==> config.mk <==
export PLATFORM = sky130hd
export DESIGN_NAME = pc_fetch_ctrl
export DESIGN_NICKNAME = d
export VERILOG_FILES = /design/src/rtl/pc_fetch_ctrl.sv
export SDC_FILE = /design/constraint.sdc
export NUM_CORES = 1
export LEC_CHECK = 0
export ABC_AREA = 1
export ABC_CLOCK_PERIOD_IN_PS = 1700
export CORE_MARGIN = 3
export CORE_UTILIZATION = 40
export CTS_BUF_LIST = sky130_fd_sc_hd__clkbuf_8
export CTS_CLUSTER_DIAMETER = 30
export CTS_CLUSTER_SIZE = 16
export DETAILED_ROUTE_END_ITERATION = 10
export PLACE_DENSITY = 0.69
export SETUP_SLACK_MARGIN = 0.1
export SYNTH_ARGS = -nofsm -noshare
export SYNTH_HDL_FRONTEND = slang
export SYNTH_SLANG_ARGS = --single-unit
==> constraint.sdc <==
create_clock -name clk -period 1.7 [get_ports clk]
set_clock_uncertainty 0.05 [all_clocks]
set_input_delay 0.255 -clock clk [delete_from_list [all_inputs] [get_ports clk]]
set_output_delay 0.255 -clock clk [all_outputs]
set_load 0.005 [all_outputs]
==> src/rtl/pc_fetch_ctrl.sv <==
// pc_fetch_ctrl
//   Program-counter and fetch sequencing stage. Presents the branch-table
//   index combinationally, takes the table's target back in the same cycle,
//   and registers the next fetch address (sequential, absolute or
//   PC-relative). A small IDLE/RUN/HALT machine gates fetch_valid and done
//   and counts taken branches with saturation.
//
// Ports
//   clk         system clock, all state on rising edge
//   reset       synchronous, active-high
//   start       begin execution at address 0 (accepted in IDLE/HALT only)
//   stall       hold PC this cycle (RUN)
//   halt_req    halt instruction in current fetch slot (RUN)
//   branch_abs  take branch, next PC = target
//   branch_rel  take branch, next PC = prog_ctr + signed(target)
//   lut_idx     branch-table index field of current instruction
//   lut_addr    index to branch-target table (= lut_idx, combinational)
//   target      table output for lut_addr, same cycle
//   prog_ctr    current fetch address
//   fetch_valid prog_ctr addresses a live instruction
//   done        program halted
//   taken_cnt   taken branches since start, saturating

module pc_fetch_ctrl #(
  parameter int D  = 10,
  parameter int CW = 8
) (
  input  logic          clk,
  input  logic          reset,
  input  logic          start,
  input  logic          stall,
  input  logic          halt_req,
  input  logic          branch_abs,
  input  logic          branch_rel,
  input  logic [3:0]    lut_idx,
  output logic [3:0]    lut_addr,
  input  logic [D-1:0]  target,
  output logic [D-1:0]  prog_ctr,
  output logic          fetch_valid,
  output logic          done,
  output logic [CW-1:0] taken_cnt
);

  typedef enum logic [1:0] {IDLE = 2'd0, RUN = 2'd1, HALT = 2'd2} state_t;

  state_t        state_q;
  logic [D-1:0]  pc_q;
  logic          fv_q;
  logic          done_q;
  logic [CW-1:0] cnt_q;

  // Next PC and count for an unstalled RUN cycle without halt.
  logic [D-1:0]  pc_d;
  logic [CW-1:0] cnt_d;
  logic          taken;

  assign lut_addr = lut_idx;

  always_comb begin
    taken = branch_abs | branch_rel;
    pc_d  = pc_q + D'(1);
    if (branch_abs)      pc_d = target;
    // Two's-complement add: modular D-bit sum wraps in both directions.
    else if (branch_rel) pc_d = pc_q + target;
    cnt_d = cnt_q;
    if (taken && (cnt_q != {CW{1'b1}})) cnt_d = cnt_q + CW'(1);
  end

  always_ff @(posedge clk) begin
    if (reset) begin
      state_q <= IDLE;
      pc_q    <= '0;
      fv_q    <= 1'b0;
      done_q  <= 1'b0;
      cnt_q   <= '0;
    end else begin
      case (state_q)
        IDLE, HALT: begin
          // Branch/stall/halt inputs are ignored outside RUN.
          if (start) begin
            state_q <= RUN;
            pc_q    <= '0;
            fv_q    <= 1'b1;
            done_q  <= 1'b0;
            cnt_q   <= '0;
          end
        end
        RUN: begin
          if (halt_req) begin
            // PC freezes at the halt instruction's address.
            state_q <= HALT;
            fv_q    <= 1'b0;
            done_q  <= 1'b1;
          end else if (!stall) begin
            pc_q  <= pc_d;
            cnt_q <= cnt_d;
          end
        end
        default: begin
          state_q <= IDLE;
          pc_q    <= '0;
          fv_q    <= 1'b0;
          done_q  <= 1'b0;
          cnt_q   <= '0;
        end
      endcase
    end
  end

  assign prog_ctr    = pc_q;
  assign fetch_valid = fv_q;
  assign done        = done_q;
  assign taken_cnt   = cnt_q;

endmodule

==> results by group <==
Yosys
  – Adder-Cell Fraction of Synth Area: 8.97%
  – Syn Area/Cell: 6.39 um2
  – Compound-Gate Fraction of Synth Area: 14.8%
  – Synth warn: 0
  – Count leader, synth: nand2_1
  – Synth top cells by count: nand2_1, nor2_1, inv_1
  – Seq/Total Area, Yosys: 26.0%
  – Post-Synthesis Cells: 253
  – Post-synth EDFFs: 0
  – Share of Yosys cell area claimed by the top area cell type: 26.0%
  – #FFs+latches synth: 21
  – Ys async rst share: 0%
  – Largest family of logic cells by synthesized area: simple AND/OR/NAND/NOR gates
  – Main synth FF type: dfxtp_1
  – Simple-Gate Fraction of Synth Area: 34.8%
  – Largest cells by area after synthesis: dfxtp_1, nand2_1, nor2_1
  – Distinct cells, synth: 29
  – Leading area contributor after synthesis: dfxtp_1
  – Post-Synth XOR/XNOR Area: 4.87%
  – Mapped Nets: 285
  – Mapped Area: 0.00162 mm2
  – Mux contribution to synthesized area: 0%

Timing
  – Fin worst setup slack: 96.6 ps
  – Fmax: 624 MHz
  – Final period util: 94.3%
  – Tightest Pin Transition: 325 ps
  – Tmin final: 1600 ps
  – Slew HR: 78.3%
  – Final Max Tran Viols: 0
  – Final hold vios: 0
  – RSZ-0062 raised after global routing: yes
  – Endpoints failing setup: 0

Setup path
  – CP Launch Type: flip-flop
  – Worst r2r dst: prog_ctr[8]
  – CP max FO: 3
  – CP Class: reg2reg
  – R2R depth: 10
  – WP data required: 1810 ps
  – Start point of the critical path: prog_ctr[0]
  – CP endpoint kind: flip-flop
  – Crit path arrival time: 1710 ps
  – Worst R2R Setup Slack: 100 ps
  – FF-to-FF Start: prog_ctr[0]

Outcome
  – Status: completed

Die
  – Die Ht: 69.6 um
  – I/O Pins: 45
  – Core region area: 0.00377 mm2
  – Die Width: 69.6 um
  – Cell row count: 22
  – Die ar.: 0.00484 mm2
  – Initial Utilization: 42.9%

Drt
  – WL final: 4510 um
  – Pre-antenna DRT Iters: 4
  – Drt drc: 0
  – Detailed-route via count: 1752
  – Initial DRC Count: 110
  – Vias/cell: 4.98
  – Post-route antenna net violation count: 0
  – Drt wl/cell: 12.8 um

Clock network
  – Cts bufs inserted: 3
  – CTS tree: yes
  – CTS clk-pin slew, worst paths: 80 ps
  – Skew-Pair Late Insertion Delay: 260 ps
  – CTS root buf: clkbuf_8
  – H-tree Lvls: 1
  – Clock Path Buffers: 2
  – Post-CTS Hold Fix Bufs: 0
  – CTS sink count: 21

Global route
  – Vias in the first global route: 1684
  – Overall routing resource usage: 18.0%
  – Largest net degree at the start of global routing: 13
  – Initial antenna violation count: 0
  – First-pass GRT wire length: 7350 um
  – GRT overflow: 0

Place
  – Post-DP HPWL: 3140 um
  – Placed instance count: 347
  – I/O Buffers: 36
  – Setup slack at placement: -476 ps
  – Routability congestion estimate: 0.862
  – Dpl cell area: 0.00215 mm2

Finish
  – Area grow syn2layout: 52.0%
  – Final net count: 337
  – Layout cells sized above 1: 30.9%
  – Layout Cells excl Fill: 352
  – Ant. Diodes: 0
  – # fillers: 340
  – Fin area: 0.00246 mm2

Power
  – Maximum VDD drop: 0.470 mV
  – Pwr Total: 1.27 mW
  – PwrDens: 518 mW/mm2
  – Leakage: 1.10 nW

Min path
  – Worst Hold Class: in2reg
  – Worst Min Path Start: target[2]
  – Worst hold stages: 5
  – Worst Hold End: prog_ctr[2]

Run
  – Max cap viols: 0
-- state kept, by name, summed over array words and instances, names as in the netlist --
register / count
prog_ctr: 10
state_q: 2
fetch_valid: 1
taken_cnt: 8
-- critical path, stage by stage, from the launching register on --
cell,delay [ps]
dfxtp_2,350
ha_4,170
fa_2,370
nand3_2,100
nand2_4,80
nand2_4,80
nand2_2,50
nand2_2,60
nand3_2,70
nand2_2,80
a21oi_2,50
-- power by group --
group | leakage (nW) | internal [mW] | switching (mW)
clock network | 0.0255 | 0.163 | 0.170
logic | 0.902 | 0.194 | 0.214
registers | 0.175 | 0.511 | 0.0216
total | 1.10 | 0.868 | 0.406
-- worst max-delay path by stage --
stage,to,slack (ps),depth (start not counted)
3_3_place_gp,prog_ctr[9],-460,15
4_1_cts,prog_ctr[9],100,12
5_1_grt,prog_ctr[8],20,10
3_5_place_dp,prog_ctr[6],-480,13
2_1_floorplan,prog_ctr[6],90,12
6_report,prog_ctr[8],100,10
-- cells in the final DEF, fill, tap and decap left out, types with 2 or more instances in the layout --
master	Yosys	final
nor2_4	1	2
xnor2_1	2	2
ha_4	0	9
nand2_4	1	6
nor2_1	34	32
dfxtp_2	0	8
dfxtp_1	21	12
nand4_1	2	2
xor2_1	7	7
a21oi_4	0	2
inv_1	26	20
dlygate4sd2_1	0	6
buf_4	4	18
clkdlybuf4s50_1	0	25
clkbuf_8	0	3
a21oi_1	19	14
nand2_1	75	60
nand2_2	0	10
nand3_1	19	13
a21oi_2	7	10
o21ai_0	8	7
nor2_2	1	2
nand3_2	0	6
dlymetal6s2s_1	0	3
inv_2	2	8
-- routing by layer --
metal | global-route usage (%) | vias to the layer above | routed length (um)
met2 | 33.1 | 41 | 2310
met1 | 21.6 | 803 | 2000
met5 | 0 | - | 0
met4 | 4.99 | 0 | 17
met3 | 2.61 | 4 | 186
li1 | - | 904 | -
-- final cells by class --
cell class	instances	area [um2]	area share, %
timing repair buffer	56	522	21.2
tap	48	60.1	2.44
clock buffer	3	41.3	1.68
inverter	29	111	4.53
multi-input combinational	194	1290	52.3
sequential	21	434	17.7
clock inverter	1	5.00	0.203
-- cells by family after synthesis --
logic type,Yosys count
simple gates,136
xor+xnor,9
flops,21
buf+inv,38
compound gates,38
fa+ha+maj,11
-- metrics by stage --
step	utilization [%]	hold slack [ps]	setup TNS, ps
finish	65.2	375	0
global route	65.2	395	0
CTS	62.3	422	0
detailed placement	57.0	411	-3870
global placement	57.0	410	-3710
floorplan	-	348	0
-- repair_timing --
action                                 4_1_cts  5_1_grt
setup endpoints to repair                    9       20
endpoints found under the hold margin        0        0
pin swaps                                   17       18
gates resized for setup                     38       38
buffers inserted                             0        1
gates cloned                                 0        0
Note: power is estimated with default switching activity, not from simulation.
